### config.mk
export PLATFORM = sky130hd
export DESIGN_NAME = pipeline_run_ctl
export DESIGN_NICKNAME = d
export VERILOG_FILES = /design/src/rtl/pipeline_run_ctl_pkg.sv /design/src/rtl/pipeline_run_ctl_btn.sv /design/src/rtl/pipeline_run_ctl.sv
export SDC_FILE = /design/constraint.sdc
export NUM_CORES = 1
export LEC_CHECK = 0
export CAP_MARGIN = 5
export CORE_MARGIN = 3
export CORE_UTILIZATION = 49
export DETAILED_ROUTE_END_ITERATION = 10
export HOLD_SLACK_MARGIN = 0.03
export PLACE_DENSITY = 0.76
export REMOVE_ABC_BUFFERS = 1
export SLEW_MARGIN = 20
export SYNTH_ARGS = -nofsm -noshare
export SYNTH_HDL_FRONTEND = slang
export SYNTH_SLANG_ARGS = --single-unit
### constraint.sdc
create_clock -name i_clk -period 2.1 [get_ports i_clk]
set_clock_uncertainty 0.2 [all_clocks]
set_input_delay 0.315 -clock i_clk [delete_from_list [all_inputs] [get_ports i_clk]]
set_output_delay 0.315 -clock i_clk [all_outputs]
set_load 0.02 [all_outputs]
### src/rtl/pipeline_run_ctl_pkg.sv
`default_nettype none
// ============================================================================
// Module      : pipeline_run_ctl_pkg
// Description : Shared state encodings for the pipeline run/halt sequencer,
//               used by the sequencer and by anything decoding o_state.
// Revision    : 1.0 - initial release
// ============================================================================
package pipeline_run_ctl_pkg;

    localparam logic [1:0] ST_HALT    = 2'b00;
    localparam logic [1:0] ST_RUN     = 2'b01;
    localparam logic [1:0] ST_STEP    = 2'b10;
    localparam logic [1:0] ST_BP_HALT = 2'b11;

endpackage
`default_nettype wire

### src/rtl/pipeline_run_ctl_btn.sv
`default_nettype none
// ============================================================================
// Module      : btn_conditioner
// Description : Raw push-button to single-cycle press pulse: 2-FF synchroniser,
//               stability debouncer and rising-edge pulse on the debounced level.
// Revision    : 1.0 - initial release
// ============================================================================
module btn_conditioner #(
    parameter int DB_CYCLES = 250000
) (
    input  logic i_clk,
    input  logic i_rst,
    input  logic i_btn,
    output logic o_press
);

    localparam int                 c_CNT_W    = $clog2(DB_CYCLES);
    localparam logic [c_CNT_W-1:0] c_CNT_LAST = c_CNT_W'(DB_CYCLES - 1);

    logic               r_sync1;
    logic               r_sync2;
    logic               r_level;
    logic               r_level_d;
    logic               r_press;
    logic [c_CNT_W-1:0] r_stab_cnt;

    always_ff @(posedge i_clk or negedge i_rst) begin
        if (!i_rst) begin
            r_sync1    <= 1'b0;
            r_sync2    <= 1'b0;
            r_level    <= 1'b0;
            r_level_d  <= 1'b0;
            r_press    <= 1'b0;
            r_stab_cnt <= '0;
        end else begin
            r_sync1 <= i_btn;
            r_sync2 <= r_sync1;
            // Any sample agreeing with the accepted level restarts the stability window
            if (r_sync2 == r_level) begin
                r_stab_cnt <= '0;
            end else if (r_stab_cnt == c_CNT_LAST) begin
                r_level    <= r_sync2;
                r_stab_cnt <= '0;
            end else begin
                r_stab_cnt <= r_stab_cnt + c_CNT_W'(1);
            end
            r_level_d <= r_level;
            r_press   <= r_level & ~r_level_d;
        end
    end

    assign o_press = r_press;

endmodule
`default_nettype wire

### src/rtl/pipeline_run_ctl.sv
`default_nettype none
// ============================================================================
// Module      : pipeline_run_ctl
// Description : Run/halt/single-step sequencer driving the Data_Path clock
//               enable, with PC breakpoint and enabled-cycle counter.
// Revision    : 1.0 - initial release
// ============================================================================
module pipeline_run_ctl
    import pipeline_run_ctl_pkg::*;
#(
    parameter int DB_CYCLES = 250000,
    parameter int STEP_LEN  = 1,
    parameter int CNT_W     = 32
) (
    input  logic             i_clk,
    input  logic             i_rst,
    input  logic             i_btn_run,
    input  logic             i_btn_step,
    input  logic             i_bp_en,
    input  logic [31:0]      i_bp_addr,
    input  logic [31:0]      i_pc_f,
    output logic             o_clk_en,
    output logic [1:0]       o_state,
    output logic             o_bp_hit,
    output logic [CNT_W-1:0] o_cycle_cnt
);

    localparam int                  c_STEP_W    = (STEP_LEN > 1) ? $clog2(STEP_LEN) : 1;
    localparam logic [c_STEP_W-1:0] c_STEP_LAST = c_STEP_W'(STEP_LEN - 1);

    logic                w_run_press;
    logic                w_step_press;
    logic [1:0]          r_state;
    logic [1:0]          w_state_nxt;
    logic                w_bp_exit;
    logic [c_STEP_W-1:0] r_step_cnt;
    logic                r_armed;
    logic                w_bp_match;
    logic                w_clk_en;
    logic [CNT_W-1:0]    r_cycle_cnt;

    btn_conditioner #(.DB_CYCLES(DB_CYCLES)) u_btn_run (
        .i_clk   (i_clk),
        .i_rst   (i_rst),
        .i_btn   (i_btn_run),
        .o_press (w_run_press)
    );

    btn_conditioner #(.DB_CYCLES(DB_CYCLES)) u_btn_step (
        .i_clk   (i_clk),
        .i_rst   (i_rst),
        .i_btn   (i_btn_step),
        .o_press (w_step_press)
    );

    assign w_bp_match = i_bp_en && r_armed && (i_pc_f == i_bp_addr);
    assign w_clk_en   = ((r_state == ST_RUN) && !w_bp_match) || (r_state == ST_STEP);

    always_comb begin
        w_state_nxt = r_state;
        w_bp_exit   = 1'b0;
        case (r_state)
            ST_HALT: begin
                if (w_run_press)       w_state_nxt = ST_RUN;
                else if (w_step_press) w_state_nxt = ST_STEP;
            end
            ST_RUN: begin
                if (w_bp_match)        w_state_nxt = ST_BP_HALT;
                else if (w_run_press)  w_state_nxt = ST_HALT;
            end
            ST_STEP: begin
                if (r_step_cnt == c_STEP_LAST) w_state_nxt = ST_HALT;
            end
            ST_BP_HALT: begin
                if (w_run_press) begin
                    w_state_nxt = ST_RUN;
                    w_bp_exit   = 1'b1;
                end else if (w_step_press) begin
                    w_state_nxt = ST_STEP;
                    w_bp_exit   = 1'b1;
                end
            end
            default: w_state_nxt = ST_HALT;
        endcase
    end

    always_ff @(posedge i_clk or negedge i_rst) begin
        if (!i_rst) begin
            r_state     <= ST_HALT;
            r_step_cnt  <= '0;
            r_armed     <= 1'b1;
            r_cycle_cnt <= '0;
        end else begin
            r_state <= w_state_nxt;
            if ((r_state == ST_STEP) && (w_state_nxt == ST_STEP))
                r_step_cnt <= r_step_cnt + c_STEP_W'(1);
            else
                r_step_cnt <= '0;
            // Leaving a breakpoint disarms it until the PC moves off the address,
            // so a stall holding the PC there cannot re-trigger the halt
            if (w_bp_exit)
                r_armed <= 1'b0;
            else if (i_pc_f != i_bp_addr)
                r_armed <= 1'b1;
            if (w_clk_en)
                r_cycle_cnt <= r_cycle_cnt + CNT_W'(1);
        end
    end

    assign o_clk_en    = w_clk_en;
    assign o_state     = r_state;
    assign o_bp_hit    = (r_state == ST_BP_HALT);
    assign o_cycle_cnt = r_cycle_cnt;

endmodule
`default_nettype wire
==> results of run 1 <==
## power by group
| part | switching (mW) | internal (mW) |
|---|---|---|
| combinational | 0.111 | 0.150 |
| clock | 0.589 | 0.437 |
| sequential | 0.00986 | 1.59 |
| total | 0.710 | 2.18 |
## stage by stage
step | power, mW | setup WS [ns]
final | 2.89 | 0.0419
after global routing | 3.02 | -0.0281
after CTS | 2.92 | -0.141
after detailed placement | 1.91 | -0.610
after global placement | 1.90 | -0.631
after floorplan | 1.71 | -1.12
## worst paths after layout
path                                                     end  cells past startpoint
setup / recovery                                    o_clk_en                      7
hold / removal                   u_btn_run.r_sync2$_DFF_PN0_                      0
setup reg to reg                        r_step_cnt$_DFF_PN0_                      7
hold reg to reg                  u_btn_run.r_sync2$_DFF_PN0_                      0
max in group asynchronous                r_armed$_DFFE_PN1P_                      3
min in group asynchronous  u_btn_run.r_stab_cnt[8]$_DFF_PN0_                      2
## cell type report
type	instances	area share (%)
Clock buffer	9	2.14
Clock inverter	7	0.929
Inverter	10	0.648
Multi-Input combinational cell	297	35.9
Sequential cell	82	35.5
Tap cell	102	2.20
Timing Repair Buffer	133	22.6
## routing by layer
layer / routed length (µm) / share of wire (%) / vias to the layer above / track usage [%]
met1: 4190 / 44 / 1598 / 26.2
met5: 0 / 0 / - / 0
li1: - / - / 1618 / -
met2: 4620 / 49 / 124 / 32.5
met4: 197 / 2.1 / 0 / 7.56
met3: 517 / 5.4 / 16 / 5.21
## cells by family after synthesis
family                   Yosys count  share of synthesized area (%)
XOR/XNOR                          96                           20.4
AND/OR/NAND/NOR                  177                           22.8
flip-flops                        82                           49.7
buffers and inverters             17                           1.94
AO/OA/AOI/OAI                     15                           2.54
adder cells (fa/ha/maj)            6                           1.82
multiplexers                       3                          0.818
## critical path, delay by kind of cell
kind                      cells  cell delay, ns
AOI/OAI and AO/OA             1            0.09
and+or+nand+nor               2            0.42
xor gates and xnor gates      1            0.17
buffers and inverters         3            0.55
## cell usage in the layout, fill, tap and decap left out, types with 4 or more instances in the layout
cell type,Yosys,layout
and3_1,14,14
buf_4,0,28
clkbuf_8,1,9
clkdlybuf4s15_1,0,15
clkdlybuf4s50_1,0,37
dfrtp_1,81,80
dlygate4sd2_1,0,21
dlymetal6s2s_1,0,28
inv_1,10,9
nand2_1,25,24
nand3_1,35,35
nand4_1,20,20
nor2_1,48,48
nor4_1,4,4
xnor2_1,77,75
xor2_1,19,19
## state kept, by name, indices dropped and copies added, names as in the netlist, 2 cells and up
| register | flops |
|---|---|
| o_cycle_cnt | 32 |
| u_btn_run.r_stab_cnt | 18 |
| u_btn_step.r_stab_cnt | 18 |
| o_state | 2 |
## cell usage after synthesis, drive strengths merged
cell type	instances
nor2	49
and2	3
a211o	1
ha	6
a22oi	1
nor2b	4
nor4b	1
nand3b	3
xor2	19
and4	3
a21oi	2
nand2	25
nand4	21
nand2b	2
and3	16
or2	1
o21ai	4
inv	10
a31oi	3
nand3	35
a21o	1
a221o	1
dfrtp	81
clkbuf	2
dfstp	1
buf	5
nor3	4
nor4	6
a2111oi	1
o21a	1
or3	4
mux2	3
xnor2	77
## what timing repair did
| action | in CTS | in global routing |
|---|---|---|
| hold endpoints to repair | 33 | 0 |
| setup buffers | 3 | 4 |
| endpoints found under the setup margin | 11 | 34 |
| hold buffers | 1 | 0 |
| gates resized for setup | 50 | 56 |
| pin swaps | 27 | 35 |
==> impl_metrics.csv, run 1 <==
group,metric,value,unit
routing,viasPerCell,5.24,
timing,timing.setup.tns,0,ns
run,cap_violations,0,
setup_path,max_stage_delay,0.29,ns
synth,ys_seq_area_share,49.7,%
setup_path,arrival,1.54,ns
hold_path,hp-start,"u_btn_run.r_sync1$_DFF_PN0_",
cts,cts.reportedPaths.clkPinSlew,0.08,ns
setup_path,regToRegSetupSlack,0.11,ns
placement,routabilityCongestion,0.808,
floorplanning,initial_core_util,51.8,%
setup_path,endpoint_kind,"primary output",
timing,rsz0062_at_grt,"yes",
synth,syn_inst,396,
routing,wirelength,9.52,mm
cts,numCtsBuffers,9,
setup_path,crit_slowest_cell,"nor4_2",
synth,synthTopCellsByArea,"dfrtp_1, xnor2_1, nor2_1",
cts,cts.path.max_buffers,2,
global_route,grt_usage,20.1,%
timing,clock.fmax,0.486,GHz
floorplanning,ios,105,
cts,cts-root-buf,"clkbuf_8",
setup_path,critical_path.cell_chain,"clkdlybuf4s15_1 -> xnor2_2 -> nand4_1 -> nor4_2 -> buf_4 -> a31oi_4 -> buf_6",
setup_path,worstSetupStartpointType,"primary input",
setup_path,required,1.58,ns
routing,drt-initial-drc-count,117,
cts,clock_latency,0.36,ns
cts,h-tree-depth,3,
synth,yosysTopAreaCell,"dfrtp_1",
setup_path,r2r_start,"o_state[0]$_DFF_PN0_",
pwr,p_per_area,499,nW/µm²
synth,synth_cell_type_count,43,
final_layout,area_growth_syn_to_layout,40.2,%
placement,dp_hpwl,6.98,mm
global_route,grt_max_degree,36,
timing,hold_violations,0,
floorplanning,die_h,97.8,µm
synth,yosys_warnings,0,
routing,ant_nets,0,
floorplanning,core,7970,µm²
setup_path,crit_fanout,2,
cts,cts.sink_count,82,
pwr,p_leak,2.65,nW
placement,place_area,5440,µm²
pwr,ir_drop,302,µV
synth,syn_area,4130,µm²
routing,num_vias,3356,
routing,drc_errors,0,
final_layout,final.fill_count,604,
floorplanning,die_area,9570,µm²
global_route,grt_pass1_wl,15.8,mm
global_route,antenna_found_initial,0,
global_route,grt_pass1_vias,3343,
synth,synth_top_area_share,49.1,%
floorplanning,fp-row-count,32,
routing,dr.pass1.iters,6,
final_layout,final_area,5790,µm²
timing,finalCritPeriodShare,98.0,%
synth,syn_avg_cell_area,10.4,µm²
final_layout,fin_cells,640,
final_layout,nets,608,
run_status,outcome,"complete, no violations",
setup_path,worstSetupPathType,"in -> out",
timing,drv_slew,0,
final_layout,drive_above_1_share,14.7,%
timing,worst_hold_slack,0.156,ns
global_route,overflow,0,
floorplanning,die_x,97.8,µm
cts,cts_tree,"done",
routing,wl_per_cell,14.9,µm
timing,setup_viol,0,
hold_path,hold_path.class,"reg -> reg",
placement,place_inst,617,
timing,slew_headroom,69.4,%
timing,fin_crit,2.06,ns
synth,ys_ff_latch,82,
final_layout,register_area,2050,µm²
final_layout,multiInputGateArea,2080,µm²
placement,portBuffers,104,
final_layout,finish.utilization,72.7,%
timing,tightestPinTransition,0.459,ns
setup_path,crit_path_start,"i_pc_f[0]",
final_layout,antennaDiodeCount,0,
Power figures use the tool's default switching activity.
==> run 2: changes to the inputs <==
--- a/config.mk
+++ b/config.mk
@@ -9,6 +9,7 @@
 export CORE_MARGIN = 3
 export CORE_UTILIZATION = 49
 export DETAILED_ROUTE_END_ITERATION = 10
+export GPL_ROUTABILITY_DRIVEN = 1
 export HOLD_SLACK_MARGIN = 0.03
 export PLACE_DENSITY = 0.76
 export REMOVE_ABC_BUFFERS = 1
==> results of run 2 <==
Same layout as run 1: the final DEF is identical, and so are final timing and power.
==> run 3: changes to the inputs <==
--- a/config.mk
+++ b/config.mk
@@ -5,6 +5,7 @@
 export SDC_FILE = /design/constraint.sdc
 export NUM_CORES = 1
 export LEC_CHECK = 0
+export ABC_CLOCK_PERIOD_IN_PS = 2100
 export CAP_MARGIN = 5
 export CORE_MARGIN = 3
 export CORE_UTILIZATION = 49
==> results of run 3 <==
Same layout as run 1: the final DEF is identical, and so are final timing and power.
==> RTL edit: new RTL, flow settings as in run 3 <==
Put one more register stage on the output `o_cycle_cnt`, cleared by the reset. The value now appears one clock later. The other outputs are not delayed to match.
--- a/src/rtl/pipeline_run_ctl.sv
+++ b/src/rtl/pipeline_run_ctl.sv
@@ -110,7 +110,13 @@
     assign o_clk_en    = w_clk_en;
     assign o_state     = r_state;
     assign o_bp_hit    = (r_state == ST_BP_HALT);
-    assign o_cycle_cnt = r_cycle_cnt;
+    always_ff @(posedge i_clk or negedge i_rst) begin
+        if (!i_rst) begin
+            o_cycle_cnt <= '0;
+        end else begin
+            o_cycle_cnt <= r_cycle_cnt;
+        end
+    end
 
 endmodule
 `default_nettype wire
Function: no difference found for any inputs over 10 cycles, from zero or initial values and one cycle with i_rst low; that may be too few to reach the edited logic, so the function may still have changed.
==> RTL edit against run 3 <==
- the flow now finishes with violations (negative setup slack)
- total power rose by 80%
- cell area rose by 23%
- utilization fell by 0.58 points
- die area rose by 20%
- sequential cell count rose by 32
- via count rose by 16%
- routed wire length rose by 19%
- fmax fell by 5.2%
- area after synthesis rose by 22%
- worst setup slack got worse by 0.11 ns
- first-iteration DRC count rose by 57%
- combinational power rose by 3%
- sequential share of layout area rose by 4.6 points
- critical path type is now reg2out
- highest routed layer unchanged
==> RTL edit: results (changes against run 3) <==
| Metric | Value |
|---|---|
| Vias in the first global route | `4049 (+21%)` |
| Dpl cell area | `6442 um2 (+18%)` |
| Setup violations, final | `1 (+1)` |
| Hpwl dp | `7662 um (+9.8%)` |
| Met3 WL | `678 um (+31%)` |
| Top layer in use | `met4` |
| Share of layout cells above drive strength 1 | `22.11% (+7.4 points)` |
| Reg2reg start | `r_cycle_cnt[8]` |
| Seq. cell area | `2854 um2 (+39%)` |
| R2R setup slack | `0.06 ns (-0.05 ns)` |
| Net Sw Frac | `21.77% (-2.8 points)` |
| Post-synthesis sequential area ratio | `56.83% (+7.1 points)` |
| Leak | `0.003167 uW (+20%)` |
| Synth top cells by count | `dfrtp_1 (113), xnor2_1 (74), nor2_1 (49)` |
| Worst-margin pin slew | `0.4600 ns (+0.001190 ns)` |
| GRT met3 Usage | `6.141% (+0.93 points)` |
| Final Non-Filler Cells | `739 (+15%)` |
| Worst r2r path cells | `6 (-1)` |
| Final WS setup | `-0.07020 ns (-0.1121 ns)` |
| Worst min path class | `in2async` |
| CTS H-tree depth | `4 (+1)` |
| Mean number of vias per cell | `5.273 (+0.56%)` |
| CTS buffer count | `17 (+8)` |
| Fin nets | `669 (+10%)` |
| Cell Pwr Density | `730.4 nW/um2 (+46%)` |
| Dpl ws | `-0.9405 ns (-0.3307 ns)` |
| Failing checks | `negative setup slack` |
| Post-synthesis mux area share | `0.6726% (-0.15 points)` |
| Clk pin slew, worst setup/hold paths | `0.06 ns (-0.02 ns)` |
| Fill count | `703 (+16%)` |
| Largest net degree at the start of global routing | `33 (-8.3%)` |
| Synth Area in XOR/XNOR | `16.57% (-3.8 points)` |
| Sum Neg Setup Slack | `-0.07020 ns (-0.07020 ns)` |
| Wire length on met2 | `5906 um (+28%)` |
| Placed Cells | `698 (+13%)` |
| Area contributors post-synth | `dfrtp_1 (56%), xnor2_1 (13%), nor2_1 (3.7%), xor2_1 (3.7%), nand3_1 (2.9%)` |
| Final wirelength | `11290 um (+19%)` |
| Worst VDD drop | `0.0004438 V (+47%)` |
| Worst-Skew Late Latency | `0.51 ns (+0.15 ns)` |
| Post-Synth Adder-Cell Area | `1.495% (-0.32 points)` |
| GPL Wtd Cong | `0.8009 (-0.92%)` |
| Critical Path Start | `o_state[1]` |
| M1 WL | `4484 um (+7.1%)` |
| Hold Slack | `0.06999 ns (-0.08620 ns)` |
| R2R Path End | `r_cycle_cnt[29]` |
| First-pass GRT wire length | `18420 um (+17%)` |
| Grt met2 use | `36.10% (+3.6 points)` |
| Complex-gate fraction of the synthesized area | `6.776% (+4.2 points)` |
| GRT met1 Usage | `22.97% (-3.2 points)` |
| Clock Path Buffers | `2 (unchanged)` |
| Drt initial violations | `184 (+57%)` |
| Outcome | `finished with violations` |
| P_comb | `269 uW (+3%)` |
| Distinct cell type count after synthesis | `38 (-12%)` |
| GRT Overall Usage | `20.38% (+0.27 points)` |
| Avg Inst Size Synth | `11.39 um2 (+9.2%)` |
[RTL edit: cell count changes after synthesis, moves of 3 or more]
cell	before	now
clkbuf_1	1	6
and3_1	14	18
dfrtp_1	81	113
xnor2_1	77	74
o211ai_1	0	13
nor3_1	2	6
o2111ai_1	0	12
a31oi_1	3	0
a21oi_1	2	6
o21ai_0	4	12
nand3_1	35	29
nand4_1	20	10
nand2_1	25	14
[RTL edit: repair_timing]
item,CTS,global route
resized for setup,106,64
setup buffers,3,4
hold buffers,2,1
endpoints found under the hold margin,114,1
setup endpoints to repair,29,19
pin swaps,44,31
[RTL edit: critical path, cell delays in order (launching register included)]
cell and delay (ns):
dfrtp_1 0.39, inv_1 0.06, ha_1 0.17, inv_2 0.06
a41oi_4 0.21, nor2_2 0.07, inv_1 0.07, buf_6 0.11
[RTL edit: cell type report]
cell class	instances	area share [%]
tap	133	2.340
timing repair buffer	144	17.16
clock buffer	18	6.018
clock inverter	13	1.953
sequential	114	40.14
inverter	12	0.6335
multi-input combinational	305	31.76
